### config.mk
export PLATFORM = sky130hd
export DESIGN_NAME = plic_gateway_flat
export DESIGN_NICKNAME = d
export VERILOG_FILES = /design/src/rtl/plic_gateway_if.sv /design/src/rtl/plic_gateway.sv /design/src/flat_wrapper.sv
export SDC_FILE = /design/constraint.sdc
export NUM_CORES = 1
export LEC_CHECK = 0
export BUFFER_PORTS_ARGS = -buffer_cell sky130_fd_sc_hd__buf_4
export CORE_MARGIN = 2
export CORE_UTILIZATION = 45
export DETAILED_ROUTE_END_ITERATION = 16
export GPL_TIMING_DRIVEN = 1
export PLACE_DENSITY = 0.68
export SYNTH_ARGS = -nofsm -noshare
export SYNTH_HDL_FRONTEND = slang
export SYNTH_SLANG_ARGS = --single-unit
### constraint.sdc
create_clock -name wb_clk_i -period 1.4 [get_ports wb_clk_i]
set_input_delay 0 -clock wb_clk_i [delete_from_list [all_inputs] [get_ports wb_clk_i]]
set_output_delay 0 -clock wb_clk_i [all_outputs]
set_load 0.01 [all_outputs]
### src/rtl/plic_gateway_if.sv
`default_nettype none
//==============================================================================
// Module      : plic_gateway_if
// Description : Bundles the request lines, claim/complete strobes and pending /
//               in-service / overflow status exchanged between the PLIC
//               claim/complete logic (master) and the interrupt gateway (slave).
// Revision    : 1.0 - initial release
//==============================================================================
interface plic_gateway_if #(
   parameter int NSRC = 7,
   parameter int IDW  = 3
);
   logic [NSRC-1:0] irq_src_i;
   logic [NSRC-1:0] edge_mode_i;
   logic            claim_i;
   logic [IDW-1:0]  claim_id_i;
   logic            complete_i;
   logic [IDW-1:0]  complete_id_i;
   logic            ovf_clr_i;
   logic [NSRC-1:0] pending_o;
   logic [NSRC-1:0] in_service_o;
   logic [NSRC-1:0] overflow_o;

   modport master (
      output irq_src_i, edge_mode_i, claim_i, claim_id_i,
             complete_i, complete_id_i, ovf_clr_i,
      input  pending_o, in_service_o, overflow_o
   );

   modport slave (
      input  irq_src_i, edge_mode_i, claim_i, claim_id_i,
             complete_i, complete_id_i, ovf_clr_i,
      output pending_o, in_service_o, overflow_o
   );
endinterface
`default_nettype wire

### src/rtl/plic_gateway.sv
`default_nettype none
//==============================================================================
// Module      : plic_gateway
// Description : Interrupt gateway in front of the PLIC core. Synchronises raw
//               interrupt lines, turns level or edge requests into single
//               pending requests, queues surplus edges in a saturating counter
//               and holds each source off until its claim/complete finishes.
//               Source 0 is reserved and never requests. IDW must be wide
//               enough to address every source (2**IDW >= NSRC).
// Revision    : 1.0 - initial release
//==============================================================================
module plic_gateway #(
   parameter int NSRC = 7,
   parameter int IDW  = 3,
   parameter int CNTW = 2
) (
   input  wire logic     wb_clk_i,
   input  wire logic     wb_rst_i,
   plic_gateway_if.slave bus
);

   typedef enum logic [1:0] {
      ST_IDLE    = 2'd0,
      ST_PENDING = 2'd1,
      ST_CLAIMED = 2'd2
   } state_t;

   localparam logic [CNTW-1:0] c_cnt_max = {CNTW{1'b1}};

   logic [NSRC-1:0] w_pending;
   logic [NSRC-1:0] w_in_service;
   logic [NSRC-1:0] w_overflow;

   // Reserved source 0 inputs are deliberately ignored.
   logic w_unused_src0;
   assign w_unused_src0 = bus.irq_src_i[0] ^ bus.edge_mode_i[0];

   // Reserved source 0 is permanently idle.
   assign w_pending[0]    = 1'b0;
   assign w_in_service[0] = 1'b0;
   assign w_overflow[0]   = 1'b0;

   generate
      for (genvar gi = 1; gi < NSRC; gi++) begin : g_src
         logic            r_s1;
         logic            r_s2;
         logic            r_s3;
         state_t          r_state;
         logic [CNTW-1:0] r_cnt;
         logic            r_pend;
         logic            r_serv;
         logic            r_ovf;
         logic            w_edge_mode;
         logic            w_edge_now;
         logic            w_claim_hit;
         logic            w_cmp_hit;

         assign w_edge_mode = bus.edge_mode_i[gi];
         assign w_edge_now  = r_s2 & ~r_s3;
         assign w_claim_hit = bus.claim_i    && (bus.claim_id_i    == IDW'(gi));
         assign w_cmp_hit   = bus.complete_i && (bus.complete_id_i == IDW'(gi));

         // Two-flop synchroniser plus history flop for rising-edge detection.
         always_ff @(posedge wb_clk_i or posedge wb_rst_i) begin
            if (wb_rst_i) begin
               r_s1 <= 1'b0;
               r_s2 <= 1'b0;
               r_s3 <= 1'b0;
            end else begin
               r_s1 <= bus.irq_src_i[gi];
               r_s2 <= r_s1;
               r_s3 <= r_s2;
            end
         end

         // Request state machine, queued-edge counter and sticky overflow.
         always_ff @(posedge wb_clk_i or posedge wb_rst_i) begin
            if (wb_rst_i) begin
               r_state <= ST_IDLE;
               r_cnt   <= '0;
               r_pend  <= 1'b0;
               r_serv  <= 1'b0;
               r_ovf   <= 1'b0;
            end else begin
               // A clear is overridden by an overflow in the same cycle below.
               if (bus.ovf_clr_i) begin
                  r_ovf <= 1'b0;
               end

               case (r_state)
                  ST_IDLE: begin
                     if (w_edge_mode) begin
                        if (w_edge_now) begin
                           // Fresh edge is forwarded directly; queue untouched.
                           r_state <= ST_PENDING;
                           r_pend  <= 1'b1;
                        end else if (r_cnt != '0) begin
                           r_state <= ST_PENDING;
                           r_pend  <= 1'b1;
                           r_cnt   <= r_cnt - 1'b1;
                        end
                     end else if (r_s2) begin
                        r_state <= ST_PENDING;
                        r_pend  <= 1'b1;
                     end
                  end
                  ST_PENDING: begin
                     if (w_claim_hit) begin
                        r_state <= ST_CLAIMED;
                        r_pend  <= 1'b0;
                        r_serv  <= 1'b1;
                     end
                  end
                  ST_CLAIMED: begin
                     if (w_cmp_hit) begin
                        r_state <= ST_IDLE;
                        r_serv  <= 1'b0;
                     end
                  end
                  default: begin
                     r_state <= ST_IDLE;
                     r_pend  <= 1'b0;
                     r_serv  <= 1'b0;
                  end
               endcase

               // Edges arriving while busy are queued for later forwarding.
               if (w_edge_mode && (r_state != ST_IDLE) && w_edge_now) begin
                  if (r_cnt == c_cnt_max) begin
                     r_ovf <= 1'b1;
                  end else begin
                     r_cnt <= r_cnt + 1'b1;
                  end
               end

               // Level-mode sources never queue anything.
               if (!w_edge_mode) begin
                  r_cnt <= '0;
               end
            end
         end

         assign w_pending[gi]    = r_pend;
         assign w_in_service[gi] = r_serv;
         assign w_overflow[gi]   = r_ovf;
      end
   endgenerate

   assign bus.pending_o    = w_pending;
   assign bus.in_service_o = w_in_service;
   assign bus.overflow_o   = w_overflow;

endmodule
`default_nettype wire

### src/flat_wrapper.sv
// flat-port wrapper written by rule: the top's interface ports become plain ports
module plic_gateway_flat 
#(
   parameter int NSRC = 7,
   parameter int IDW  = 3,
   parameter int CNTW = 2
)
  (wb_clk_i, wb_rst_i, bus_irq_src_i, bus_edge_mode_i, bus_claim_i, bus_claim_id_i, bus_complete_i, bus_complete_id_i, bus_ovf_clr_i, bus_pending_o, bus_in_service_o, bus_overflow_o);
  plic_gateway_if #(.NSRC(NSRC), .IDW(IDW)) bus_i ();
  input  wire logic wb_clk_i;
  input  wire logic wb_rst_i;
  input wire logic [$bits(bus_i.irq_src_i)-1:0] bus_irq_src_i;
  input wire logic [$bits(bus_i.edge_mode_i)-1:0] bus_edge_mode_i;
  input wire logic [$bits(bus_i.claim_i)-1:0] bus_claim_i;
  input wire logic [$bits(bus_i.claim_id_i)-1:0] bus_claim_id_i;
  input wire logic [$bits(bus_i.complete_i)-1:0] bus_complete_i;
  input wire logic [$bits(bus_i.complete_id_i)-1:0] bus_complete_id_i;
  input wire logic [$bits(bus_i.ovf_clr_i)-1:0] bus_ovf_clr_i;
  output wire logic [$bits(bus_i.pending_o)-1:0] bus_pending_o;
  output wire logic [$bits(bus_i.in_service_o)-1:0] bus_in_service_o;
  output wire logic [$bits(bus_i.overflow_o)-1:0] bus_overflow_o;
  assign bus_i.irq_src_i = bus_irq_src_i;
  assign bus_i.edge_mode_i = bus_edge_mode_i;
  assign bus_i.claim_i = bus_claim_i;
  assign bus_i.claim_id_i = bus_claim_id_i;
  assign bus_i.complete_i = bus_complete_i;
  assign bus_i.complete_id_i = bus_complete_id_i;
  assign bus_i.ovf_clr_i = bus_ovf_clr_i;
  assign bus_pending_o = bus_i.pending_o;
  assign bus_in_service_o = bus_i.in_service_o;
  assign bus_overflow_o = bus_i.overflow_o;
  plic_gateway #(.NSRC(NSRC), .IDW(IDW), .CNTW(CNTW)) u_core (.wb_clk_i(wb_clk_i), .wb_rst_i(wb_rst_i), .bus(bus_i));
endmodule
### Word level (Yosys, flattened, before mapping)

Cells that the tools add are included.

| storage, ports and cells | value |
|---|---|
| output and inout port bits | 21 |
| register bits after elaboration | 60 |
| word-level logic and storage cells | 348 |

| cells by class | value |
|---|---|
| equal/unequal tests | 54 |
| add/subtract/negate cells | 12 |
| reduce and logical (&&, ||, !) cells | 60 |
| muxes and demuxes | 150 |
| bitwise operators | 24 |

Operators with widths:

| cell | count |
|---|---|
| 2-bit 2-to-1 mux | 72 |
| 1-bit 2-to-1 mux | 60 |
| 4-bit AND reduction | 12 |
| 1-bit one-hot mux with 3 select lines | 12 |
| 2-bit one-hot mux with 3 select lines | 6 |
| 2-bit equality test, second input constant | 12 |
| 1-bit logical AND | 24 |
| 2-bit by 1-bit != test with 1-bit output, second input constant | 12 |
| 4-bit by 2-bit != test with 1-bit output, second input constant | 6 |
| 2-bit nonzero test | 12 |
| 3-bit equality test, second input constant | 6 |
| 3-bit by 2-bit != test with 1-bit output, second input constant | 6 |
| 1-bit NOT | 18 |
| 3-bit AND reduction | 6 |
| 2-bit by 1-bit adder with 2-bit output, second input constant | 6 |
| 2-bit by 1-bit equality test with 1-bit output, second input constant | 6 |
| 3-bit by 2-bit equality test with 1-bit output, second input constant | 4 |
| 2-bit zero test | 6 |
| 2-bit by 1-bit subtractor with 2-bit output, second input constant | 6 |
| 1-bit bitwise AND | 6 |
| 3-bit by 1-bit equality test with 1-bit output, second input constant | 2 |

### Depth between registers and ports, before layout

Gate-level depths: netlist of run 1.

| logic depth | value |
|---|---|
| depth in word-level cells | 7 |
| depth in mapped cells | 4 |
| mapped depth without buffers | 3 |

### Worst setup path before layout of run 1

OpenSTA, ideal clock, no wires.

| timing | value |
|---|---|
| kind | flip-flop to flip-flop |
| from | register u_core.g_src[2].r_state[1] |
| to | register u_core.g_src[2].r_cnt[0] |
| library setup time | 0.104 ns |
| arrival | 1.173 ns |
| period minus slack after synthesis | 1.276 ns |
| cell stages (with the launch flop) | 5 |
| path slack | 0.124 ns |
| path buffers | 1 |
| path through | dfrtp_1 > or2_1 > buf_6 > or3_1 > o311ai_1 |

| between the ends | value |
|---|---|
| word-level cells in the longest chain between the ends | 5 |
| elaborated cells between the ends (all ways) | 8 |

Ends and longest elaborated chain:

| element | line | text |
|---|---|---|
| start, declared | plic_gateway.sv:48 | `state_t r_state;` |
| start signal, assigned | plic_gateway.sv:79 | `r_state <= ST_IDLE;` |
| start signal, assigned | plic_gateway.sv:95 | `r_state <= ST_PENDING;` |
| start signal, assigned | plic_gateway.sv:98 | `r_state <= ST_PENDING;` |
| 2-bit zero test / 2-bit nonzero test (equally long branches) | plic_gateway.sv:90, plic_gateway.sv:128 |  |
| 2-bit 2-to-1 mux / 1-bit logical AND (equally long branches) | plic_gateway.sv:90, plic_gateway.sv:128 |  |
| 2-bit 2-to-1 mux / 1-bit logical AND (equally long branches) | plic_gateway.sv:129, plic_gateway.sv:128 |  |
| 2-bit 2-to-1 mux * | plic_gateway.sv:128 | `if (w_edge_mode && (r_state != ST_IDLE) && w_edge_now) begin` |
| 2-bit 2-to-1 mux * | plic_gateway.sv:137 | `if (!w_edge_mode) begin` |
| end signal, assigned | plic_gateway.sv:100 | `r_cnt <= r_cnt - 1'b1;` |
| end signal, assigned | plic_gateway.sv:132 | `r_cnt <= r_cnt + 1'b1;` |
| end, declared | plic_gateway.sv:49 | `logic [CNTW-1:0] r_cnt;` |

Every way passes the cells marked *; elsewhere a longest branch is shown, timed or not.
A chain may end at the register's enable or synchronous reset.

### Worst setup path after layout of run 1

| timing | value |
|---|---|
| from | register u_core.g_src[1].r_state[0] |
| to | register u_core.g_src[1].r_cnt[0] |

| between the ends | value |
|---|---|
| word-level cells in the longest chain between the ends | 5 |
| elaborated cells between the ends (all ways) | 8 |

Ends and longest elaborated chain:

| element | line |
|---|---|
| start, declared | plic_gateway.sv:48 |
| start signal, assigned | plic_gateway.sv:79 |
| start signal, assigned | plic_gateway.sv:95 |
| start signal, assigned | plic_gateway.sv:98 |
| 2-bit zero test / 2-bit nonzero test (equally long branches) | plic_gateway.sv:90, plic_gateway.sv:128 |
| 2-bit 2-to-1 mux / 1-bit logical AND (equally long branches) | plic_gateway.sv:90, plic_gateway.sv:128 |
| 2-bit 2-to-1 mux / 1-bit logical AND (equally long branches) | plic_gateway.sv:129, plic_gateway.sv:128 |
| 2-bit 2-to-1 mux * | plic_gateway.sv:128 |
| 2-bit 2-to-1 mux * | plic_gateway.sv:137 |
| end signal, assigned | plic_gateway.sv:100 |
| end signal, assigned | plic_gateway.sv:132 |
| end, declared | plic_gateway.sv:49 |

Marked as above.

==> summary.md, run 1 <==
| Metric | Value |
|---|---|
| Syn avg cell area | 10.2 sq um |
| Die height | between 80 and 90 um |
| Setup ws final | 98.9 ps |
| Routed WL | about 5500 um |
| H-tree depth | 3 |
| Setup slack at placement | 117 ps |
| RSZ-0062 raised after global routing | no |
| Vias/cell | 5.45 |
| Static Leakage | 0.00154 uW |
| First-pass GRT wire length | 9190 um |
| Buffer depth of the longest clock path | 2 |
| Fill cell count | 571 |
| Crit end category | register |
| Hpwl dp | 3910 um |
| WP data required | 1630 ps |
| Routed len/inst | 13.4 um |
| Num CTS Buffers | 9 |
| Total Neg Setup Slack | 0 ps |
| Crit Path Class | register to register |
| Vias in the first global route | 2,051 |
| Fmax | 769 MHz |
| GRT Resource Usage Total | between 15 and 20% |
| Post-layout min period | around 1300 ps |
| Cell count after placement | 380 |
| Status | finished clean |
| Ys Warns | 0 |
| Area delta synth->final | 20.1% |
| HP Class | input port to register |
| GR Overflow Total | 0 |
| Final setup vio count | 0 |
| Slew Limit Fails | 0 |
| Critical Path Source Type | register |
| Core ar. | 6240 sq um |
| I/O Pins | between 40 and 50 |
| Commonest non-fill, non-tap cell in the layout | dfrtp_1 |
| FP Rows | 29 |
| Clock slew at reported path FFs | 60 ps |
| Critical Path Fanout Max | 7 |
| Layout Nets | 353 |
| Yosys top cell by area | dfrtp_1 |
| Final hold violations | 0 |
| CTS Sinks | 60 |
| Root Buffer | clkbuf_8 |
| Flop and latch count out of synthesis | 60 |
| I/O Buffers | 40 |
| CTS tree | done |
| Worst vdd ir | roughly 0.64 mV |
| Pre-antenna DRT Iters | 4 |
| Die X | 83.8 um |
| Gp weighted congestion | 0.766 |
| DRC errors left | 0 |
| Clk Latency, worst-skew pair | 330 ps |
| Share of cells above drive strength 1 | approximately 20% |
| Post-synthesis sequential area ratio | 52.4% |
| Layout Skew | 6.71 ps |
| Post-Synthesis Cells | 281 |
| Iter 0 DRT Violations | 149 |
| Worst EP arrival | 1530 ps |
| Pwr dens | between 1000 and 1500 nW/um^2 |
| Max-Cap Viols | 0 |
| Share of the clock period used by the worst path | approximately 93% |
| Share of the synthesized area in the top cell type | around 52% |
| Dominant cells by area after synthesis | dfrtp_1, buf_4, nand2_1 |
| Final Non-Filler Cells | ~400 |
| Pin count of the biggest net entering global routing | 22 |
| Mapped Area | about 2900 sq um |
| Most frequent cells in the layout | dfrtp_1, buf_4, nand2_1 |
| Initial core utilization | 45.9% |
| Routed via count | 2,229 |
| Antenna violations before repair | 0 |
| Antenna diodes | 0 |
| Total die area | 7020 sq um |
| Synth cell types | 44 |
| Routed Antenna Nets | 0 |
[cells in the mapped netlist]
library cell   n
dfrtp_1       60
nand2_1       30
buf_4         21
inv_1         21
a21oi_1       16
nor2_1        14
o22ai_1       10
nor2b_1        9
a211oi_1       7
nand4b_1       7
nor3_1         7
o21a_1         7
nand2b_1       6
nand3_1        6
o311ai_0       5
o32ai_1        5
mux2_2         3
nand3b_1       3
nand4_1        3
o221ai_1       3
o311ai_1       3
or2_1          3
or2_2          3
a21o_1         2
a2bb2oi_1      2
and3b_1        2
and4bb_2       2
nor4bb_1       2
o21ai_0        2
o22a_1         2
or3_1          2
a31o_2         1
a41oi_1        1
buf_2          1
buf_6          1
clkbuf_1       1
conb_1         1
mux2i_1        1
nor3b_1        1
nor4_1         1
nor4b_1        1
o311ai_2       1
o31a_1         1
or3_2          1
[where the power goes]
part           switching, uW  internal [uW]
clock                    612            624
sequential               210           1970
combinational            467            513
total                   1290           3110
[registers in the layout, indices dropped and copies added, names as in the netlist]
signal,count
u_core.g_src.r_ovf,6
u_core.g_src.r_s2,6
u_core.g_src.r_state,12
u_core.g_src.r_pend,6
u_core.g_src.r_serv,6
u_core.g_src.r_cnt,12
u_core.g_src.r_s1,6
u_core.g_src.r_s3,6
[final cells by class]
class                           count  area (sq um)  share of cell area [%]
Clock inverter                      3          15.0                   0.436
Clock buffer                       12           135                    3.93
Tap cell                           77          96.3                    2.80
Sequential cell                    60          1500                    43.6
Multi-Input combinational cell    178          1110                    32.4
Timing Repair Buffer               58           495                    14.4
Inverter                           21          82.6                    2.40
[kinds of logic after synthesis]
family          after synthesis  share of synthesized area (%)
other cells                   1                          0.131
buf+inv                      45                           8.95
flops                        60                           52.4
simple gates                103                           19.9
mux                           4                           1.53
compound gates               68                           17.1
[critical path: stages, from the launching register on]
cell and delay [ps]:
dfrtp_1 410, or2_1 310, and3b_1 220, o311ai_2 260
[metrics by stage]
step	area [sq um]	power (uW)	utilization, %	hold slack (ps)
4_1_cts	3440	4480	55.1	32.9
6_report	3440	4400	55.1	45.5
5_1_grt	3440	4700	55.1	62.1
3_3_place_gp	3150	3150	50.5	53.3
3_5_place_dp	3150	3170	50.5	58.3
2_1_floorplan	2880	2920	-	31.4
[routing by layer]
layer | share of wire, % | GRT usage [%]
met1 | 47 | 22.7
met2 | 46 | 24.5
met3 | 4.6 | 3.66
met4 | 1.7 | 8.80
met5 | 0 | 0
[path summary, 6_finish.rpt]
check	start	to	slack, ps	depth (start not counted)
setup / recovery	u_core.g_src[1].r_state[0]	u_core.g_src[1].r_cnt[0]	100	3
hold / removal	bus_complete_id_i[0]	u_core.g_src[4].r_state[1]	50	3
setup reg to reg	u_core.g_src[1].r_state[0]	u_core.g_src[1].r_cnt[0]	100	3
hold reg to reg	u_core.g_src[1].r_s1	u_core.g_src[1].r_s2	350	0
max in group asynchronous	wb_rst_i	u_core.g_src[4].r_ovf	700	4
min in group asynchronous	wb_rst_i	u_core.g_src[6].r_cnt[1]	250	3
[what timing repair did]
action                    CTS  global route
hold buffers               14             0
hold endpoints to repair   41             0
setup buffers               0             0
resized for setup           0             0
No activity file was read; power rests on OpenSTA's default activity.
==> inputs of run 2 (changes only) <==
--- a/config.mk
+++ b/config.mk
@@ -5,6 +5,7 @@
 export SDC_FILE = /design/constraint.sdc
 export NUM_CORES = 1
 export LEC_CHECK = 0
+export ABC_AREA = 1
 export BUFFER_PORTS_ARGS = -buffer_cell sky130_fd_sc_hd__buf_4
 export CORE_MARGIN = 2
 export CORE_UTILIZATION = 45
==> run 2 against run 1 <==
  * The flow now finishes with violations (negative hold slack)
  * First-iteration DRC count down 39%
  * Critical path depth up 3
  * Combinational power rose by 62%
  * Hold slack worse by 53 ps
  * Critical endpoint is now u_core.g_src[4].r_state[0]
==> summary.md, run 2 <==
| Metric | Value |
|---|---|
| Total die area | 7210 sq um |
| Layout Nets | 458 |
| Max-Cap Viols | 0 |
| Static Leakage | 0.00183 uW |
| Grt peak-use layer | met2 |
| HP Class | input port to register |
| Pre-antenna DRT Iters | 4 |
| Slew Limit Fails | 0 |
| NetSw | 1760 uW |
| I/O Pins | 46 |
| Setup crit end | u_core.g_src[4].r_state[0] |
| Antenna violations before repair | 0 |
| Logic pwr share | 31.3% |
| Tot Pwr | 5080 uW |
| Area delta synth->final | 21.0% |
| Final setup vio count | 0 |
| Crit path largest cell delay | 390 ps |
| Multiplexer area fraction after synthesis | 0% |
| Mapped Area | 2950 sq um |
| CP max-delay cell | dfrtp_1 |
| M1 GR Usage | between 20% and 30% |
| CP delay by family, top | simple AND/OR/NAND/NOR gates |
| Most common cell in the netlist | nand2_1 |
| Initial core utilization | 46.4% |
| Hpwl dp | 4250 um |
| Crit path launch | u_core.g_src[4].r_state[1] |
| Share of the synthesized area in the top cell type | 51.0% |
| Dominant cells by area after synthesis | dfrtp_1, nand2_1, inv_1 |
| Fill cell count | 588 |
| Num CTS Buffers | 9 |
| RSZ-0062 raised after global routing | no |
| First-pass GRT wire length | 9890 um |
| Routed WL | between 5000 and 6000 um |
| Simple-Gate Fraction of Synth Area | between 20% and 30% |
| DRC errors left | 0 |
| GRT Resource Usage Total | 17.3% |
| Routed len/inst | ~11 um |
| CTS tree | done |
| Fmax | roughly 850 MHz |
| Pint | 3310 uW |
| GR Overflow Total | 0 |
| Clock slew at reported path FFs | 60 ps |
| Layout Skew | between 6 and 7 ps |
| Routed via count | around 2,500 |
| I/O Buffers | 40 |
| Violated checks | negative hold slack |
| Final hold violations | 1 |
| Number of buffers and inverters on the critical path | 0 |
| Synth cell types | 21 |
| Crit Path Class | register to register |
| Reg2reg end | u_core.g_src[4].r_state[0] |
| Register share of total power | 44.2% |
| Post-Synth Adder-Cell Area | 0% |
| M3 GR Usage | 3.79% |
| Top post-synthesis cells by count | nand2_1, dfrtp_1, inv_1, nor2_1, nand3_1 |
| Share of cells above drive strength 1 | 17.6% |
| Post-synthesis sequential area ratio | 51.0% |
| Largest family of logic cells by synthesized area | simple AND/OR/NAND/NOR gates |
| Most frequent cells in the layout | nand2_1, dfrtp_1, inv_1, nor2_1, buf_4 |
| Share of the clock period used by the worst path | ~84% |
| Clk Latency, worst-skew pair | 330 ps |
| Worst vdd ir | 0.678 mV |
| Area share of xor/xnor cells in the synthesized design | 0% |
| Commonest non-fill, non-tap cell in the layout | nand2_1 |
| Vias/cell | 4.80 |
| Pin count of the biggest net entering global routing | 24 |
| Iter 0 DRT Violations | 91 |
| Worst hold path depth | 3 |
| Critical-path cell list | nor2_1 > nand2_1 > nor2_1 > nor2_1 > nand3_1 > nand2_1 |
| WP data required | 1620 ps |
| WHS | -7.58 ps |
| EDFF count, synth | 0 |
| Multi-input logic area | 1080 sq um |
| Cell count of the worst reg-to-reg path | 6 |
| Ys Warns | 0 |
| Critical path depth | 6 |
| Fraction of registers with async set/reset | between 90% and 100% |
| Antenna diodes | 0 |
| Syn avg cell area | 7.73 sq um |
| Post-Synthesis Cells | 381 |
| Critical Path Fanout Max | 4 |
| Routed Antenna Nets | 0 |
| Crit end category | register |
| Pwr dens | around 1400 nW/um^2 |
| Clock power share | 24.5% |
| Net Sw Frac | 34.7% |
| Die height | 84.9 um |
| Root Buffer | clkbuf_8 |
| Compound-Gate Fraction of Synth Area | under 10% |
| R2r startpoint | u_core.g_src[4].r_state[1] |
| Post-layout min period | ~1200 ps |
| H-tree depth | 3 |
| FF-to-FF setup slack | 230 ps |
| Status | finished with violations |
| Gp weighted congestion | 0.831 |
| FP Rows | 29 |
| Flop and latch count out of synthesis | 60 |
| Vias in the first global route | 2,362 |
| Largest registers | u_core.g_src.r_cnt (12), u_core.g_src.r_state (12) |
| Worst EP arrival | 1390 ps |
| Total Neg Setup Slack | 0 ps |
| Buffer depth of the longest clock path | 2 |
| M2 GR Usage | 30.1% |
| Ys flop type | dfrtp_1 |
| Most used cell along the critical path | nor2_1 |
| CTS Sinks | 60 |
| Yosys top cell by area | dfrtp_1 |
| Die X | between 80 and 90 um |
| Critical Path Source Type | register |
| Core ar. | 6350 sq um |
| Register area | between 1500 and 2000 sq um |
-- run 2: changes by cell type after synthesis, moves of 7 or more --
| cell | previous run | this run |
|---|---|---|
| nand2_1 | 30 | 106 |
| nor2_1 | 14 | 48 |
| inv_1 | 21 | 48 |
| nand3_1 | 6 | 30 |
| o21ai_0 | 2 | 15 |
| nor2b_1 | 9 | 0 |
| inv_2 | 0 | 8 |
| a211oi_1 | 7 | 0 |
| nand4b_1 | 7 | 0 |
| o21a_1 | 7 | 0 |
-- run 2: metrics by stage --
step	hold WS (ps)	cells	worst slack, ps	area, sq um	util (%)
2_1_floorplan	31.4	383	378	2960	-
4_1_cts	18.3	513	39.8	3560	56.0
3_5_place_dp	45.7	481	240	3240	51.0
3_3_place_gp	44.5	481	273	3240	51.0
5_1_grt	42.2	514	98.4	3560	56.1
6_report	-7.58	514	226	3560	56.1
-- run 2: worst min-delay path by stage --
stage,start,end
2_1_floorplan,bus_irq_src_i[1],u_core.g_src[1].r_s1
3_3_place_gp,wb_rst_i,u_core.g_src[6].r_cnt[1]
3_5_place_dp,wb_rst_i,u_core.g_src[6].r_cnt[1]
4_1_cts,bus_claim_id_i[1],u_core.g_src[5].r_state[1]
5_1_grt,bus_claim_id_i[1],u_core.g_src[3].r_serv
6_report,bus_claim_id_i[1],u_core.g_src[3].r_state[1]
-- run 2: worst min-delay path: stages --
cell	delay (ps)
buf_4	110
nand4_1	110
nand2_1	70
-- run 2: cell type report --
| class | count | share of cell area [%] |
|---|---|---|
| Multi-Input combinational cell | 245 | 30.3 |
| Tap cell | 77 | 2.70 |
| Clock inverter | 3 | 0.421 |
| Sequential cell | 60 | 42.1 |
| Timing Repair Buffer | 60 | 14.5 |
| Clock buffer | 12 | 3.79 |
| Inverter | 57 | 6.14 |
-- run 2: kinds of logic after synthesis --
family                 Yosys count
AND/OR/NAND/NOR                206
buffers and inverters           78
flip-flops                      60
AO/OA/AOI/OAI                   36
other                            1
-- run 2: power by group through the flow --
stage / combinational (uW) / sequential [uW] / clock (uW)
2_1_floorplan: 1240 / 2210 / 0
3_5_place_dp: 1530 / 2270 / 0
4_1_cts: 1570 / 2250 / 1280
5_1_grt: 1820 / 2280 / 1350
6_report: 1590 / 2240 / 1240
3_3_place_gp: 1480 / 2270 / 0
-- run 2: what timing repair did --
| action | in CTS | in global routing |
|---|---|---|
| endpoints found under the hold margin | 46 | 0 |
| buffers inserted | 0 | 2 |
| setup endpoints to repair | 0 | 2 |
| gates resized for setup | 0 | 1 |
| hold buffers | 17 | 0 |
-- run 2: routing by layer --
| layer | vias up | wire [um] |
|---|---|---|
| met5 | - | 0 |
| li1 | 1276 | - |
| met2 | 47 | 2840 |
| met1 | 1135 | 2560 |
| met3 | 9 | 213 |
| met4 | 0 | 110 |
==> inputs of run 3 (changes only) <==
--- a/config.mk
+++ b/config.mk
@@ -11,7 +11,7 @@
 export CORE_UTILIZATION = 45
 export DETAILED_ROUTE_END_ITERATION = 16
 export GPL_TIMING_DRIVEN = 1
-export PLACE_DENSITY = 0.68
+export PLACE_DENSITY = 0.66
 export SYNTH_ARGS = -nofsm -noshare
 export SYNTH_HDL_FRONTEND = slang
 export SYNTH_SLANG_ARGS = --single-unit
==> constraint.sdc (replaced) <==
create_clock -name wb_clk_i -period 1.1 [get_ports wb_clk_i]
set_input_delay 0 -clock wb_clk_i [delete_from_list [all_inputs] [get_ports wb_clk_i]]
set_output_delay 0 -clock wb_clk_i [all_outputs]
set_load 0.01 [all_outputs]
==> run 3 against run 2 <==
  * The run ends with negative setup slack left
  * Wire length grew 6.0%
  * Core utilization grew 4.5 points
  * Sequential power grew 30%
  * Critical path type unchanged
  * Largest cell class unchanged
==> summary.md, run 3 (synthesized netlist as in run 2, its figures left out) <==
| Metric | Value |
|---|---|
| Reg2reg end | u_core.g_src[1].r_cnt[1] |
| H-tree depth | 3 |
| Crit Path Class | register to register |
| CP delay by family, top | flip-flops |
| Critical Path Source Type | register |
| Routed Antenna Nets | 0 |
| Root Buffer | clkbuf_8 |
| Share of the clock period used by the worst path | 101% |
| Crit path launch | u_core.g_src[1].r_state[0] |
| Layout Skew | between 10 and 15 ps |
| Worst EP arrival | 1370 ps |
| Worst vdd ir | 0.977 mV |
| Routed WL | 6060 um |
| Cell count of the worst reg-to-reg path | 5 |
| Crit end category | register |
| Hpwl dp | 4050 um |
| Fmax | 901 MHz |
| Routed len/inst | 11.5 um |
| Clk Latency, worst-skew pair | 340 ps |
| Register area | 1500 sq um |
| Static Leakage | 0.00189 uW |
| Buffer depth of the longest clock path | 2 |
| Layout Nets | 468 |
| Pwr dens | 1810 nW/um^2 |
| Number of buffers and inverters on the critical path | 1 |
| Clock slew at reported path FFs | roughly 60 ps |
| Vias in the first global route | 2,290 |
| Final setup vio count | 2 |
| First-pass GRT wire length | 9690 um |
| RSZ-0062 raised after global routing | yes |
| Num CTS Buffers | 9 |
| Critical Path Fanout Max | 4 |
| Commonest non-fill, non-tap cell in the layout | nand2_1 |
| FP Rows | 29 |
| CP max-delay cell | dfrtp_1 |
| DRC errors left | 0 |
| I/O Pins | 46 |
| Hold Path Sink | u_core.g_src[3].r_state[1] |
| Max-Cap Viols | 0 |
| CTS tree | done |
| Core ar. | 6350 sq um |
| HP Class | input port to register |
| WP data required | 1360 ps |
| Worst hold path depth | 4 |
| Pre-antenna DRT Iters | 4 |
| Iter 0 DRT Violations | between 100 and 150 |
| Setup ws final | -10.0 ps |
| Setup slack at placement | -26.5 ps |
| Violated checks | negative setup slack |
| GR Overflow Total | 0 |
| Total die area | 7210 sq um |
| Share of cells above drive strength 1 | 31.3% |
| CTS Sinks | 60 |
| Antenna violations before repair | 0 |
| Hold Startpoint | bus_complete_id_i[0] |
| Gp weighted congestion | between 0.8 and 0.9 |
| Vias/cell | roughly 4.8 |
| Critical-path cell list | inv_2 > nand2_4 > nand3_2 > or2_0 > a21oi_1 |
| GRT Resource Usage Total | 17.4% |
| Post-layout min period | 1110 ps |
| Die height | 84.9 um |
| Crit path largest cell delay | 420 ps |
| Most frequent cells in the layout | nand2_1, dfrtp_1, buf_4 |
| I/O Buffers | 40 |
| Antenna diodes | 0 |
| Fill cell count | 586 |
| Routed via count | 2,515 |
| Final hold violations | 0 |
| R2r startpoint | u_core.g_src[1].r_state[0] |
| Area delta synth->final | 30.8% |
| Slew Limit Fails | 0 |
| Total Neg Setup Slack | -13.4 ps |
| Largest registers | u_core.g_src.r_cnt (12), u_core.g_src.r_state (12) |
| Pin count of the biggest net entering global routing | 61 |
| Die X | 84.9 um |
| Initial core utilization | 46.4% |
| Status | finished with violations |
| FF-to-FF setup slack | -10 ps |
| Tot Pwr | 6960 uW |
| Multi-input logic area | 1280 sq um |
## run 3: cell types whose count changed in the layout (fill, tap and decap cells not counted), moves of 6 or more
cell,change
nor2_4,+7
nor2_2,+17
inv_1,-7
buf_4,+9
nor2_1,-24
o21ai_0,-6
nand3_1,-7
nand2_2,+7
nand2_1,-11
inv_2,+7
## run 3: layout make-up
type / instances / area share (%)
sequential: 60 / 39.1
multi-input combinational: 245 / 33.4
timing repair buffer: 70 / 15.2
inverter: 57 / 5.69
clock buffer: 14 / 3.96
tap: 77 / 2.50
clock inverter: 2 / 0.260
## run 3: report_power, final
part           switching (uW)  leakage (uW)  total, uW  internal, uW
Combinational            1340       0.00105       2360          1020
Clock                     814     0.0000844       1690           874
Sequential                321      0.000754       2910          2590
## run 3: through the flow
stage                     std cells  utilization (%)  hold WS (ps)  instance area, sq um
after floorplan                 383                -          31.4                  2960
after global placement          482             50.9           109                  3230
after detailed placement        482             50.9           111                  3230
after CTS                       519             56.7          20.4                  3600
after global routing            525             60.7          63.7                  3850
final                           525             60.7          29.3                  3850
## run 3: worst min-delay path: stages
cell	delay (ps)
buf_4	120
nand2_1	50
o21ai_1	80
nand2_1	70
## run 3: worst max path at each step
stage                                           to  slack, ps  cells past startpoint
after floorplan             u_core.g_src[4].r_pend         80                      6
after global placement      u_core.g_src[4].r_pend          2                      6
after detailed placement    u_core.g_src[4].r_pend        -30                      6
after CTS                 u_core.g_src[5].r_cnt[1]          3                      5
after global routing      u_core.g_src[3].r_cnt[1]        -80                      4
final                     u_core.g_src[1].r_cnt[1]        -10                      5
## run 3: routing by layer
metal	vias to the layer above	share of wire [%]	global-route usage, %
li1	1287	-	-
met1	1176	45	21.4
met2	41	48	27.6
met3	11	4.1	4.28
met4	0	2.5	10.8
met5	-	0	0
## run 3: repair_timing
action | CTS | global route
pin swaps | 2 | 15
buffers inserted | 4 | 6
resized for setup | 2 | 73
hold buffers | 17 | 0
endpoints found under the setup margin | 6 | 27
endpoints found under the hold margin | 92 | 0
